`config.mk`:
```
export PLATFORM = sky130hd
export DESIGN_NAME = pcm_sample_feeder_flat
export DESIGN_NICKNAME = d
export VERILOG_FILES = /design/src/rtl/pcm_sample_feeder_if.sv /design/src/rtl/pcm_sample_feeder.sv /design/src/flat_wrapper.sv
export SDC_FILE = /design/constraint.sdc
export NUM_CORES = 1
export LEC_CHECK = 0
export BUFFER_PORTS_ARGS = -buffer_cell sky130_fd_sc_hd__buf_2
export CORE_UTILIZATION = 40
export CTS_CLUSTER_SIZE = 14
export DETAILED_ROUTE_END_ITERATION = 8
export SETUP_SLACK_MARGIN = 0.05
export SLEW_MARGIN = 20
export SYNTH_ARGS = -nofsm -noshare
export SYNTH_HDL_FRONTEND = slang
export SYNTH_SLANG_ARGS = --single-unit
```
`constraint.sdc`:
```
create_clock -name clk -period 3.75 [get_ports clk]
set_clock_uncertainty 0.15 [all_clocks]
set_input_delay 0.375 -clock clk [delete_from_list [all_inputs] [get_ports clk]]
set_output_delay 0.375 -clock clk [all_outputs]
set_load 0.005 [all_outputs]
```
`src/rtl/pcm_sample_feeder_if.sv`:
```
// Three-wire serial host link (chip select, clock, data) into the PCM sample feeder.
// The host drives all three lines; the feeder only observes them.
interface pcm_sample_feeder_if;
  logic cs_n;
  logic sclk;
  logic mosi;

  modport master (output cs_n, output sclk, output mosi);
  modport slave  (input  cs_n, input  sclk, input  mosi);
endinterface

```
`src/rtl/pcm_sample_feeder.sv`:
```
// Serial PCM byte receiver feeding a sample FIFO that is drained at a fixed
// rate onto a registered 8-bit bus for the DAC stage.
module pcm_sample_feeder #(
  parameter int SAMPLE_DIV = 256,
  parameter int FIFO_DEPTH = 16
) (
  input  logic                        clk,
  input  logic                        rst_n,
  input  logic                        ena,
  pcm_sample_feeder_if.slave          link,
  output logic [7:0]                  sample_out,
  output logic                        sample_strobe,
  output logic [$clog2(FIFO_DEPTH):0] fifo_level,
  output logic                        overflow,
  output logic                        underflow
);
  localparam int AW = $clog2(FIFO_DEPTH);
  localparam int LW = AW + 1;
  localparam int TW = (SAMPLE_DIV > 1) ? $clog2(SAMPLE_DIV) : 1;
  localparam logic [TW-1:0] TIMER_LAST = TW'(SAMPLE_DIV - 1);
  localparam logic [LW-1:0] LEVEL_FULL = LW'(FIFO_DEPTH);

  logic          cs_n_p0, cs_n_p1;
  logic          sclk_p0, sclk_p1, sclk_p2;
  logic          mosi_p0, mosi_p1;
  logic          sclk_rise;
  logic [2:0]    bit_cnt;
  logic [7:0]    shift_q;
  logic          byte_done;
  logic [TW-1:0] timer_q;
  logic          tick;
  logic [7:0]    mem [FIFO_DEPTH];
  logic [AW-1:0] wr_ptr, rd_ptr;
  logic [LW-1:0] level_q, level_nxt;
  logic          fifo_empty, fifo_full;
  logic          push_req, push, pop;

  // Stage p0/p1: two-flop synchronizers; p2 delays sclk for edge detection.
  // These keep running while ena is low, so sclk edges seen then are dropped.
  always_ff @(posedge clk) begin
    if (!rst_n) begin
      cs_n_p0 <= 1'b1;
      cs_n_p1 <= 1'b1;
      sclk_p0 <= 1'b0;
      sclk_p1 <= 1'b0;
      sclk_p2 <= 1'b0;
    end else begin
      cs_n_p0 <= link.cs_n;
      cs_n_p1 <= cs_n_p0;
      sclk_p0 <= link.sclk;
      sclk_p1 <= sclk_p0;
      sclk_p2 <= sclk_p1;
    end
  end

  always_ff @(posedge clk) begin
    mosi_p0 <= link.mosi;
    mosi_p1 <= mosi_p0;
  end

  assign sclk_rise = sclk_p1 & ~sclk_p2;

  // Receiver: byte_done is registered, so the FIFO write lands one cycle
  // after the eighth edge is detected.
  always_ff @(posedge clk) begin
    if (!rst_n) begin
      bit_cnt   <= 3'd0;
      byte_done <= 1'b0;
    end else if (ena) begin
      byte_done <= 1'b0;
      if (cs_n_p1) begin
        bit_cnt <= 3'd0;
      end else if (sclk_rise) begin
        bit_cnt   <= bit_cnt + 3'd1;
        byte_done <= (bit_cnt == 3'd7);
      end
    end
  end

  always_ff @(posedge clk) begin
    if (ena && !cs_n_p1 && sclk_rise) shift_q <= {shift_q[6:0], mosi_p1};
  end

  // Sample timer
  assign tick = ena && (timer_q == TIMER_LAST);

  always_ff @(posedge clk) begin
    if (!rst_n) begin
      timer_q       <= '0;
      sample_strobe <= 1'b0;
    end else begin
      sample_strobe <= tick;
      if (ena) timer_q <= tick ? '0 : timer_q + TW'(1);
    end
  end

  // FIFO: a pop on a full FIFO frees the slot the simultaneous write reuses.
  assign fifo_empty = (level_q == '0);
  assign fifo_full  = (level_q == LEVEL_FULL);
  assign push_req   = ena && byte_done;
  assign pop        = tick && !fifo_empty;
  assign push       = push_req && (!fifo_full || pop);

  always_comb begin
    level_nxt = level_q;
    if (push && !pop)      level_nxt = level_q + LW'(1);
    else if (pop && !push) level_nxt = level_q - LW'(1);
  end

  always_ff @(posedge clk) begin
    if (push) mem[wr_ptr] <= shift_q;
  end

  always_ff @(posedge clk) begin
    if (!rst_n) begin
      wr_ptr     <= '0;
      rd_ptr     <= '0;
      level_q    <= '0;
      overflow   <= 1'b0;
      underflow  <= 1'b0;
      sample_out <= 8'h80;
    end else begin
      level_q <= level_nxt;
      if (push) wr_ptr <= wr_ptr + AW'(1);
      if (pop) begin
        rd_ptr     <= rd_ptr + AW'(1);
        sample_out <= mem[rd_ptr];
      end
      if (push_req && !push) overflow <= 1'b1;
      if (tick && fifo_empty) underflow <= 1'b1;
    end
  end

  assign fifo_level = level_q;
endmodule

```
`src/flat_wrapper.sv`:
```
// flat-port wrapper written by rule: the top's interface ports become plain ports
module pcm_sample_feeder_flat 
#(
  parameter int SAMPLE_DIV = 256,
  parameter int FIFO_DEPTH = 16
)
  (clk, rst_n, ena, sample_out, sample_strobe, fifo_level, overflow, underflow, link_cs_n, link_sclk, link_mosi);
  pcm_sample_feeder_if link_i ();
  input  logic clk;
  input  logic rst_n;
  input  logic ena;
  output logic [7:0] sample_out;
  output logic sample_strobe;
  output logic [$clog2(FIFO_DEPTH):0] fifo_level;
  output logic overflow;
  output logic underflow;
  input wire logic [$bits(link_i.cs_n)-1:0] link_cs_n;
  input wire logic [$bits(link_i.sclk)-1:0] link_sclk;
  input wire logic [$bits(link_i.mosi)-1:0] link_mosi;
  assign link_i.cs_n = link_cs_n;
  assign link_i.sclk = link_sclk;
  assign link_i.mosi = link_mosi;
  pcm_sample_feeder #(.SAMPLE_DIV(SAMPLE_DIV), .FIFO_DEPTH(FIFO_DEPTH)) u_core (.clk(clk), .rst_n(rst_n), .ena(ena), .link(link_i), .sample_out(sample_out), .sample_strobe(sample_strobe), .fifo_level(fifo_level), .overflow(overflow), .underflow(underflow));
endmodule
```
# Word level (Yosys, flattened, before mapping)

Memory sizes are Yosys's and may differ from the RTL's. A register that Yosys moved wholly into a read port is not among the register bits.
Cells that the tools add are included.
Widths: inputs -> output; s select.

Flip-flop bits (word level): 43
Bits in writable memories: 128
Bits of input ports: 6
Output and inout port bits: 16
Word-level logic and storage cells: 59
Memories: 1

Memories:

| memory     | words | bits a word | read ports | clocked after memory_dff | wr ports | RTL line                | text |
|---|---|---|---|---|---|---|---|
| u_core.mem | 16    | 8           | 1          | 1                        | 1        | pcm_sample_feeder.sv:32 | `logic [7:0] mem [FIFO_DEPTH];` |

Add/sub/neg operators: 6
Eq/ne operators: 3
Multiplexer cells: 9
Bitwise logic cells: 2
Reduce and logical (&&, ||, !) cells: 21

Operator list:

| cell                | count |
|---|---|
| $logic_and 1x1->1   | 10 |
| $mux 5              | 2 |
| $add 4x1->4 const B | 2 |
| $add 8x1->8 const B | 1 |
| $eq 8x8->1 const B  | 1 |
| $mux 8              | 1 |
| $logic_not 1->1     | 6 |
| $mux 3              | 2 |
| $add 5x1->5 const B | 1 |
| $eq 5x5->1 const B  | 1 |
| $logic_not 5->1     | 1 |
| $sub 5x1->5 const B | 1 |
| $mux 1              | 4 |
| $reduce_bool 2->1   | 2 |
| $add 3x1->3 const B | 1 |
| $eq 3x3->1 const B  | 1 |
| $reduce_and 2->1    | 1 |
| $and 1x1->1         | 1 |
| $logic_or 1x1->1    | 1 |
| $not 1->1           | 1 |

# Depth between registers and ports, before layout

Gate-level depths: netlist (run 1).

Depth after elaboration: 9
Mapped depth: 13
Depth with buffers taken out: 12

# Worst setup path before layout (run 1)

Ideal clock, no wire load.

Path kind: reg2reg
From: register u_core.timer_q[0]
To: register u_core.level_q[3] (netlist: u_core.fifo_level[3])
Arrival: 2616 ps
Data required time: 3485 ps
Path slack: 869 ps
Stages on the path, launching flop included: 14
Buffers on the path: 1
Clock period less this slack: 2881 ps
Cell sequence: dfxtp_1 ha_1 nand4_2 a211oi_4 inv_1 buf_2 ha_1 inv_1 ha_1 a21o_2 a21oi_1 xor2_1 o21ai_0 and2_1

Word-level cells in the longest chain between the ends: 8
Elaborated cells on any way between the ends: 11

Ends and longest elaborated chain:

| element                            | RTL line                 | text |
|---|---|---|
| from (decl)                        | pcm_sample_feeder.sv:30  | `logic [TW-1:0] timer_q;` |
| from (signal assigned)             | pcm_sample_feeder.sv:93  | `if (ena) timer_q <= tick ? '0 : timer_q + TW'(1);` |
| $eq 8x8->1 *                       | pcm_sample_feeder.sv:85  | `assign tick = ena && (timer_q == TIMER_LAST);` |
| $logic_and 1x1->1 *                | pcm_sample_feeder.sv:85  |  |
| $logic_and 1x1->1 *                | pcm_sample_feeder.sv:101 | `assign pop = tick && !fifo_empty;` |
| $logic_or 1x1->1                   | pcm_sample_feeder.sv:102 | `assign push = push_req && (!fifo_full \|\| pop);` |
| $logic_and 1x1->1                  | pcm_sample_feeder.sv:102 |  |
| $logic_not 1->1                    | pcm_sample_feeder.sv:107 | `else if (pop && !push) level_nxt = level_q - LW'(1);` |
| $logic_and 1x1->1                  | pcm_sample_feeder.sv:107 |  |
| $reduce_bool 2->1 (no source line) | n/a                      |  |
| to (signal assigned)               | pcm_sample_feeder.sv:123 | `level_q <= level_nxt;` |
| to (decl)                          | pcm_sample_feeder.sv:34  | `logic [LW-1:0] level_q, level_nxt;` |

Mark *: on every way between the ends. The rest lies on a longest branch, timed or not.
A chain may end at the register's enable or synchronous reset.

# Worst setup path in the final report (run 1)

Ends and elaborated chain as after synthesis.

==> metrics.txt, run 1 <==
Starting Density=between 40% and 50%; P&R area growth vs syn=14.3%; Total GRT Usage=around 16%; WP data required=between 3 and 4 ns; EDFF count, synth=136; largest net degree at the start of global routing=43; Gate power share=0.6%; FF-to-FF Start=u_core.timer_q[0]; clock tree buffer depth=2; hold endpoint=u_core.mosi_p1; P_sw=between 0.7 and 0.8 mW; initial antenna violation count=0; worst hold path depth=0; Max VDD drop=~0.00033 V; fmax=roughly 300 MHz; Fin Setup TNS=0 ns; clock power share=about 45%; dpl hpwl=around 8.5 mm; RSZ-0062 raised after global routing=false; Max-cap violations=0; first-pass GRT wire length=around 21 mm; post-route clock period utilization=between 80 and 90%; synth warn=0; hold path startpoint=u_core.mosi_p0; Routed wire per std cell=about 19 µm; core region area=between 15,000 and 20,000 µm²; post-cts resize count=0; Reg power frac=approximately 55%; Synth Cell Area=7070 µm²; Synth Flop Type=edfxtp_1; Slew headroom=39.9%; Register-to-Register Setup Slack=0.49 ns; port bufs=21; Via Count=3,541; leakage power=between 2 and 3 nW; Top-Level Pins=22; RR Endpoint=u_core.fifo_level[3]; Die H=approximately 130 µm; Slew Viols, Final=0; post-synth top area cell=edfxtp_1; CTS tree=built; Layout Cells excl Fill=roughly 700; #FFs+latches synth=~180; Sw Ratio=about a fifth; DRC=0; unique cell type count in the Yosys netlist=45; highest metal used=met4; CTS H-tree depth=4; Pint=3.05 mW; Syn Area/Cell=16.9 µm²; Worst-Skew Late Latency=approximately 0.43 ns; CTS buffer count=17; maximum fanout along the worst path=11; share of cells above drive strength 1=between 20% and 30%; Tot Pwr=around 3.9 mW; final WL=roughly 13 mm; drt first-iter violations=about 230; CTS sink count=179; # placed instances=between 600 and 700; most frequent cells in the layout=edfxtp_1 (136), dfxtp_1 (42), mux4_2 (32); vias in the first global route=3,726; Hold Vio Cnt, Final=0; antenna-violating nets left=0; async set-or-reset flop fraction in the synthesized netlist=0%; actual slew at the worst max-slew pin=roughly 0.90 ns; commonest non-fill, non-tap cell in the layout=edfxtp_1; pwr dens=between 400 and 500 nW/µm²; Data arrival, critical path=~3.4 ns; Root Driver=clkbuf_16; GR Overflow Total=0; die area=between 15,000 and 20,000 µm²; Synth Instances=roughly 420; DR WL met2=between 6 and 7 mm; status=complete, no violations; M1 WL=5.97 mm; ranking of synthesized cells by area=edfxtp_1 (58%), dfxtp_1 (12%), mux4_2 (10%); WL met3=a little over 400 µm; Total Nets Final=approximately 470; Final Setup Violations=0; FILL cells=around 1,500; critical path type=reg -> reg; via/cell ratio=5.13; total iterations of the first detailed-routing run=4; Die X=between 100 and 150 µm; Seq/Total Area, Yosys=~70%; Antenna diodes=0; crit path capture type=register; Reg clk slew, reported paths=approximately 0.07 ns; Post-Syn Nets=roughly 440; Placer Congestion=roughly 0.71; Rows=48; share of the synthesized area in the top cell type=around 58%; startpoint types=register; FF-to-FF path depth=12; min Tclk post-route=between 3 and 4 ns; worst hold path class=reg -> reg
## Yosys cell counts, types with 2 or more instances
cell type,n
xnor2_1,9
o221ai_1,7
clkbuf_1,9
inv_1,9
nor3_1,4
buf_1,2
nand4_2,2
nor2b_1,12
a22oi_1,2
mux4_2,32
ha_1,12
and3_1,2
mux2i_1,19
buf_4,2
buf_2,6
and2_1,16
nand3_1,9
xor2_1,5
a21oi_1,6
a21boi_0,2
nand2b_1,4
dfxtp_1,43
edfxtp_1,136
nand2_1,18
nor2_1,22
o21ai_0,6
nand4_1,3
## power by group through the flow
stage               Combinational, mW  Clock, mW  Sequential [mW]
finish                         0.0237       1.72             2.11
global route                   0.0270       1.82             2.11
CTS                            0.0241       1.75             2.11
detailed placement             0.0216          0             2.16
global placement               0.0205          0             2.16
floorplan                      0.0153          0             2.16
## area by class of cell
class | instances | area, µm² | share of cell area, %
clock buffers | 18 | 429 | 5.31
multi-input cells | 208 | 1990 | 24.6
inverters | 9 | 33.8 | 0.418
well taps | 225 | 282 | 3.48
flip-flops and latches | 179 | 4950 | 61.2
repair buffers | 37 | 258 | 3.19
clock inverters | 14 | 146 | 1.81
## flip-flops by register name (all words and copies together) (netlist names)
register              cells
u_core.mem              128
u_core.sample_out         8
u_core.shift_q            8
u_core.timer_q            8
u_core.fifo_level         5
u_core.rd_ptr             4
u_core.wr_ptr             4
u_core.bit_cnt            3
u_core.byte_done          1
u_core.cs_n_p0            1
u_core.cs_n_p1            1
u_core.mosi_p0            1
u_core.mosi_p1            1
u_core.overflow           1
u_core.sample_strobe      1
u_core.sclk_p0            1
u_core.sclk_p1            1
u_core.sclk_p2            1
u_core.underflow          1
## worst max-delay path: stages (launching register included)
cell and delay, ns:
dfxtp_1 0.37, ha_1 0.22, nand4_2 0.21, a211oi_4 0.42, inv_1 0.29, ha_1 0.33
inv_1 0.13, ha_1 0.25, a21o_2 0.21, a21oi_1 0.17, xor2_1 0.15, o21ai_0 0.09
and2_1 0.16
## how the worst max path moves through the flow
stage / from / endpoint / slack, ns / cells after the start
after floorplan: u_core.timer_q[0] / u_core.fifo_level[3] / 0.87 / 13
after global placement: ena / u_core.fifo_level[3] / 0.59 / 12
after detailed placement: ena / u_core.fifo_level[3] / 0.47 / 12
after CTS: u_core.timer_q[0] / u_core.fifo_level[3] / 0.49 / 12
after global routing: u_core.timer_q[0] / u_core.fifo_level[3] / 0.22 / 12
final: u_core.timer_q[0] / u_core.fifo_level[3] / 0.49 / 12
## layer usage
metal / vias up / track usage (%)
met2: 62 / 27.9
li1: 1664 / -
met5: - / 0
met3: 4 / 3.90
met4: 0 / 5.24
met1: 1811 / 20.0
## cells by family after synthesis
kind of cell / count (synthesis) / synth area share [%]
AOI/OAI and AO/OA: 31 / 3.35
xor gates and xnor gates: 14 / 1.74
adders and majority gates: 13 / 2.41
buffers and inverters: 30 / 1.93
DFF: 179 / 70.0
muxes: 52 / 13.0
and+or+nand+nor: 98 / 7.56
## timing repair
action	in CTS	in global routing
buffers inserted	0	0
hold endpoints to repair	3	0
hold buffers	3	0
endpoints found under the setup margin	0	0
## through the flow
stage	hold WS [ns]	utilization (%)	setup slack, ns	cell area, µm²
final	0.185	46.7	0.494	8080
after global routing	0.194	46.7	0.220	8080
after CTS	0.184	46.7	0.488	8080
after detailed placement	0.168	43.2	0.474	7470
after global placement	0.168	43.2	0.586	7470
after floorplan	0.160	-	0.869	7070
No activity file was read; power rests on OpenSTA's default activity.
==> inputs of run 2 (changes only) <==
==> constraint.sdc (replaced) <==
create_clock -name clk -period 3.75 [get_ports clk]
set_clock_uncertainty 0.15 [all_clocks]
set_input_delay 0.75 -clock clk [delete_from_list [all_inputs] [get_ports clk]]
set_output_delay 0.75 -clock clk [all_outputs]
set_load 0.005 [all_outputs]
==> metrics.txt, run 2 (synthesized netlist as in run 1, its figures left out) <==
P&R area growth vs syn=14.4% (about the same); Die H=135 µm (unchanged); worst hold path class=reg -> reg; Register-to-Register Setup Slack=0.72 ns (+0.22 ns); Die X=135 µm (unchanged); min Tclk post-route=3.03 ns (-0.223 ns); share of cells above drive strength 1=24.2% (+1.4 points); DRC=0 (unchanged); Top-Level Pins=22 (unchanged); initial antenna violation count=0 (unchanged); WP data required=3.92 ns (about the same); Hold WS=0.181 ns (-0.00410 ns); Reg clk slew, reported paths=0.07 ns (about the same); Post-CTS Setup Bufs=0 (unchanged); Hold Vio Cnt, Final=0 (unchanged); status=complete, no violations; Multi-input gate area=1990 µm² (unchanged); GR Overflow Total=0 (unchanged); commonest non-fill, non-tap cell in the layout=edfxtp_1; CTS buffer count=17 (unchanged); clock tree buffer depth=2 (unchanged); Slew Viols, Final=0 (unchanged); via/cell ratio=5.15 (+0.29%); port bufs=21 (unchanged); Max VDD drop=0.000328 V (-0.91%); max reg flops=128 (unchanged); fmax=330 MHz (+7.3%); cell area after placement=7530 µm² (+0.74%); startpoint types=register; most flop-heavy register=u_core.mem; post-route clock period utilization=80.9% (-5.9 points); crit path capture=u_core.fifo_level[3]; Starting Density=40.9% (unchanged); critical path type=reg -> reg; crit path capture type=register; Rows=48 (unchanged); CTS H-tree depth=4 (unchanged); total iterations of the first detailed-routing run=4 (unchanged); FF-to-FF path depth=12 (unchanged); Total Nets Final=477 (+1.3%); leakage power=2.68 nW (+1.2%); Fin Setup TNS=0 ns (unchanged); largest net degree at the start of global routing=43 (unchanged); antenna-violating nets left=0 (unchanged); Antenna diodes=0 (unchanged); die area=18,200 µm² (unchanged); drt first-iter violations=302 (+30%); RR Endpoint=u_core.fifo_level[3]; final WL=13.1 mm (-2.3%); maximum fanout along the worst path=11 (unchanged); RSZ-0062 raised after global routing=false; post-cts resize count=0 (unchanged); first-pass GRT wire length=20.9 mm (-0.43%); Data arrival, critical path=3.21 ns (-0.21 ns); FILL cells=1,508 (-0.40%); vias in the first global route=3,744 (+0.48%); final instance area=8090 µm² (about the same); hold_buf cts=0 (-3); Placer Congestion=0.761 (+7.6%); actual slew at the worst max-slew pin=0.713 ns (-0.186 ns); CTS tree=built; FF-to-FF Start=u_core.timer_q[0]; Routed wire per std cell=18.8 µm (-3.2%); fin util=46.8% (about the same); pwr dens=472 nW/µm² (-1.1%); Total GRT Usage=16.0% (-0.23 points); most frequent cells in the layout=edfxtp_1 (136), dfxtp_1 (42), mux4_2 (32); Worst-Skew Late Latency=0.43 ns (about the same); CP startpoint=u_core.timer_q[0]; core region area=17,300 µm² (unchanged); CTS sink count=179 (unchanged); Slew headroom=52.5% (+13 points); Tot Pwr=3.81 mW (-0.99%); Max-cap violations=0 (unchanged); Reg area=4950 µm² (unchanged); Root Driver=clkbuf_16; dpl hpwl=8.31 mm (-2.5%); Final Setup Violations=0 (unchanged); Via Count=3,582 (+1.2%)
-- run 2: worst min path at each step --
stage | slack (ns) | start | to | depth (start not counted)
floorplan | 0.16 | u_core.mosi_p0 | u_core.mosi_p1 | 0
global placement | 0.17 | u_core.mosi_p0 | u_core.mosi_p1 | 0
detailed placement | 0.16 | u_core.mosi_p0 | u_core.mosi_p1 | 0
CTS | 0.18 | u_core.mosi_p0 | u_core.mosi_p1 | 0
global route | 0.19 | u_core.mosi_p0 | u_core.mosi_p1 | 0
finish | 0.18 | u_core.mosi_p0 | u_core.mosi_p1 | 0
-- run 2: area by class of cell --
class	instances	share of cell area [%]
Clock buffer	18	5.31
Clock inverter	14	1.58
Multi-Input combinational cell	208	24.6
Timing Repair Buffer	43	3.50
Tap cell	225	3.48
Sequential cell	179	61.2
Inverter	9	0.418
-- run 2: layer usage --
metal	track usage, %	vias up	share of wire, %
met5	0	-	0
met4	5.74	0	1.3
met3	4.13	14	4.0
met2	26.2	78	49
met1	20.5	1818	45
li1	-	1672	-
-- run 2: worst max-delay path: stages, from the launching register on --
cell and delay (ns):
dfxtp_1 0.38, ha_1 0.22, nand4_2 0.21, a211oi_4 0.29, inv_1 0.23, ha_1 0.31, inv_1 0.13, ha_1 0.25
a21o_2 0.20, a21oi_1 0.16, xor2_1 0.15, o21ai_0 0.08, and2_1 0.16
-- run 2: metrics by stage --
stage / instances / setup WS, ns
2_1_floorplan: 417 / 0.686
3_5_place_dp: 664 / 0.466
4_1_cts: 696 / 0.701
5_1_grt: 696 / 0.444
6_report: 696 / 0.717
3_3_place_gp: 664 / 0.532
-- run 2: power by group --
| part | switching (mW) | internal [mW] |
|---|---|---|
| Clock | 0.756 | 0.921 |
| Sequential | 0.00374 | 2.11 |
| Combinational | 0.0130 | 0.00989 |
==> inputs of run 3 (changes only) <==
- ABC_AREA: unset -> 1
- clock period: 3.75 -> 2.6 ns (I/O delays scaled with it)
==> metrics.txt, run 3 <==
status=complete, no violations; Layout Cells excl Fill=1,094 (+57%); initial antenna violation count=0 (unchanged); main combinational cell family by area after synthesis=simple AND/OR/NAND/NOR gates; worst-path cell chain=ha_2 -> nand3_2 -> nor2_4 -> nand2_2 -> nor2_4 -> nand2_2 -> ha_4 -> fa_2 -> nand3b_1 -> nand2_1 -> o21ai_0 -> nand2_1 -> nand2_1 -> a21oi_1; core region area=18,800 µm² (+8.9%); synth warn=0 (unchanged); Final Setup Violations=0 (unchanged); Reg area=4950 µm² (about the same); share of cells above drive strength 1=14.3% (-9.9 points); Via Count=5,239 (+46%); most frequent cell after synthesis=nand2_1; Slowest-stage cell, CP=dfxtp_2; FILL cells=1,751 (+16%); clock tree buffer depth=2 (unchanged); most flop-heavy register=u_core.mem; Rows=50 (+4.2%); Total Nets Final=840 (+76%); worst hold path class=in -> reg; die area=19,900 µm² (+9.2%); maximum fanout along the worst path=3 (-8); final WL=17.3 mm (+32%); Multi-input gate area=2250 µm² (+14%); Synth top cells by count=nand2_1 (238), edfxtp_1 (136), inv_1 (103); antenna-violating nets left=0 (unchanged); adder-cell share of the synthesized area=2.20% (-0.21 points); Max VDD drop=0.000369 V (+13%); dpl hpwl=10.7 mm (+28%); fmax=421 MHz (+28%); ranking of synthesized cells by area=edfxtp_1 (53%), nand2_1 (12%), dfxtp_1 (11%); post-route clock period utilization=91.5% (+11 points); largest net degree at the start of global routing=69 (+60%); port bufs=21 (unchanged); max reg flops=128 (unchanged); Synth Instances=778 (+87%); Synth Cell Area=7730 µm² (+9.4%); unique cell type count in the Yosys netlist=36 (-20%); Crit path top cell by count=nand2_1; drt first-iter violations=370 (+23%); startpoint types=register; post-synth top area cell=edfxtp_1; GR Overflow Total=0 (unchanged); Syn Area/Cell=9.93 µm² (-41%); total iterations of the first detailed-routing run=4 (unchanged); CTS buffer count=17 (unchanged); Max-cap violations=0 (unchanged); most frequent cells in the layout=nand2_1 (238), edfxtp_1 (136), inv_1 (101); actual slew at the worst max-slew pin=0.772 ns (+0.0595 ns); Routed wire per std cell=15.8 µm (-16%); Synth Area in Compound Gates=3.25% (-0.092 points); Placer Congestion=0.843 (+11%); Total GRT Usage=18.5% (+2.5 points); Tot Pwr=5.51 mW (+44%); Slew Viols, Final=0 (unchanged); Antenna diodes=0 (unchanged); WP data required=2.81 ns (-1.11 ns); #FFs+latches synth=179 (unchanged); Seq/Total Area, Yosys=64.0% (-6.0 points); Synth Area in XOR/XNOR=0.680% (-1.1 points); # placed instances=1,061 (+60%); CTS H-tree depth=4 (unchanged); CTS tree=built; P&R area growth vs syn=14.8%; first-pass GRT wire length=27.3 mm (+31%); async set-or-reset flop fraction in the synthesized netlist=0% (unchanged); crit path capture type=register; Die H=141 µm (+4.5%); Starting Density=41.0% (+0.19 points); vias in the first global route=4,939 (+32%); share of the synthesized area in the top cell type=52.8% (-4.9 points); commonest non-fill, non-tap cell in the layout=nand2_1; min Tclk post-route=2.38 ns (-0.655 ns); Worst-Skew Late Latency=0.43 ns (about the same); post-synthesis mux area share=0% (-13 points); Synth Area in Simple Gates=22.4% (+15 points); Hold WS=0.0467 ns (-0.134 ns); pwr dens=621 nW/µm² (+32%); Synth Flop Type=edfxtp_1; Root Driver=clkbuf_16; RSZ-0062 raised after global routing=false; EDFF count, synth=136 (unchanged); critical path type=reg -> reg; Post-Syn Nets=797 (+83%); Hold Vio Cnt, Final=0 (unchanged); DRC=0 (unchanged); Data arrival, critical path=2.59 ns (-0.62 ns); Top-Level Pins=22 (unchanged); CTS sink count=179 (unchanged); critical path's largest stage delay=0.34 ns (-0.04 ns); Die X=141 µm (+4.5%); fin util=47.1% (+0.38 points); Slew headroom=48.5% (-4.0 points); via/cell ratio=4.79 (-7.0%); Reg clk slew, reported paths=0.07 ns (about the same); leakage power=3.65 nW (+36%); Fin Setup TNS=0 ns (unchanged)
-- run 3: kinds of logic after synthesis --
logic type | count (synthesis)
simple gates | 398
xor+xnor | 6
compound gates | 43
fa+ha+maj | 13
flops | 179
buf+inv | 139
-- run 3: power by group --
part           internal, mW  switching [mW]
clock                  1.35            1.07
sequential             3.04         0.00575
combinational        0.0153          0.0254
-- run 3: critical path: cells and delay by family, from the launching register on --
kind	cells	cell delay, ns
flops	1	0.34
compound gates	2	0.18
fa+ha+maj	3	0.72
simple gates	9	0.93
-- run 3: final timing paths --
path / from / end / slack [ns] / depth (start not counted)
max reg2reg: u_core.timer_q[1] / u_core.fifo_level[4] / 0.22 / 14
min reg2reg: u_core.mosi_p0 / u_core.mosi_p1 / 0.18 / 0
min: link_mosi / u_core.mosi_p0 / 0.05 / 1
max: u_core.timer_q[1] / u_core.fifo_level[4] / 0.22 / 14
-- run 3: per-layer routing --
metal / vias up / wire [µm] / track usage (%)
li1: 2629 / - / -
met1: 2472 / 7950 / 23.9
met2: 106 / 8290 / 30.5
met3: 32 / 576 / 3.09
met4: 0 / 450 / 8.47
met5: - / 0 / 0
-- run 3: what timing repair did --
item	in CTS	in global routing
gates cloned	0	0
resized for setup	2	10
setup buffers	0	1
setup endpoints to repair	1	2
hold buffers	0	0
endpoints found under the hold margin	0	0
pin swaps	0	3
-- run 3: area by class of cell --
type                            count  area share, %
Multi-Input combinational cell    460           25.4
Inverter                          106           4.48
Sequential cell                   179           55.7
Clock inverter                     13           1.20
Timing Repair Buffer               57           4.51
Clock buffer                       19           5.00
Tap cell                          260           3.67
-- run 3: stage by stage --
step	cell area (µm²)	worst slack (ns)
after floorplan	7730	0.0954
after global placement	8270	0.0617
after detailed placement	8270	0.0345
after CTS	8830	0.0480
after global routing	8880	0.0521
final	8880	0.222
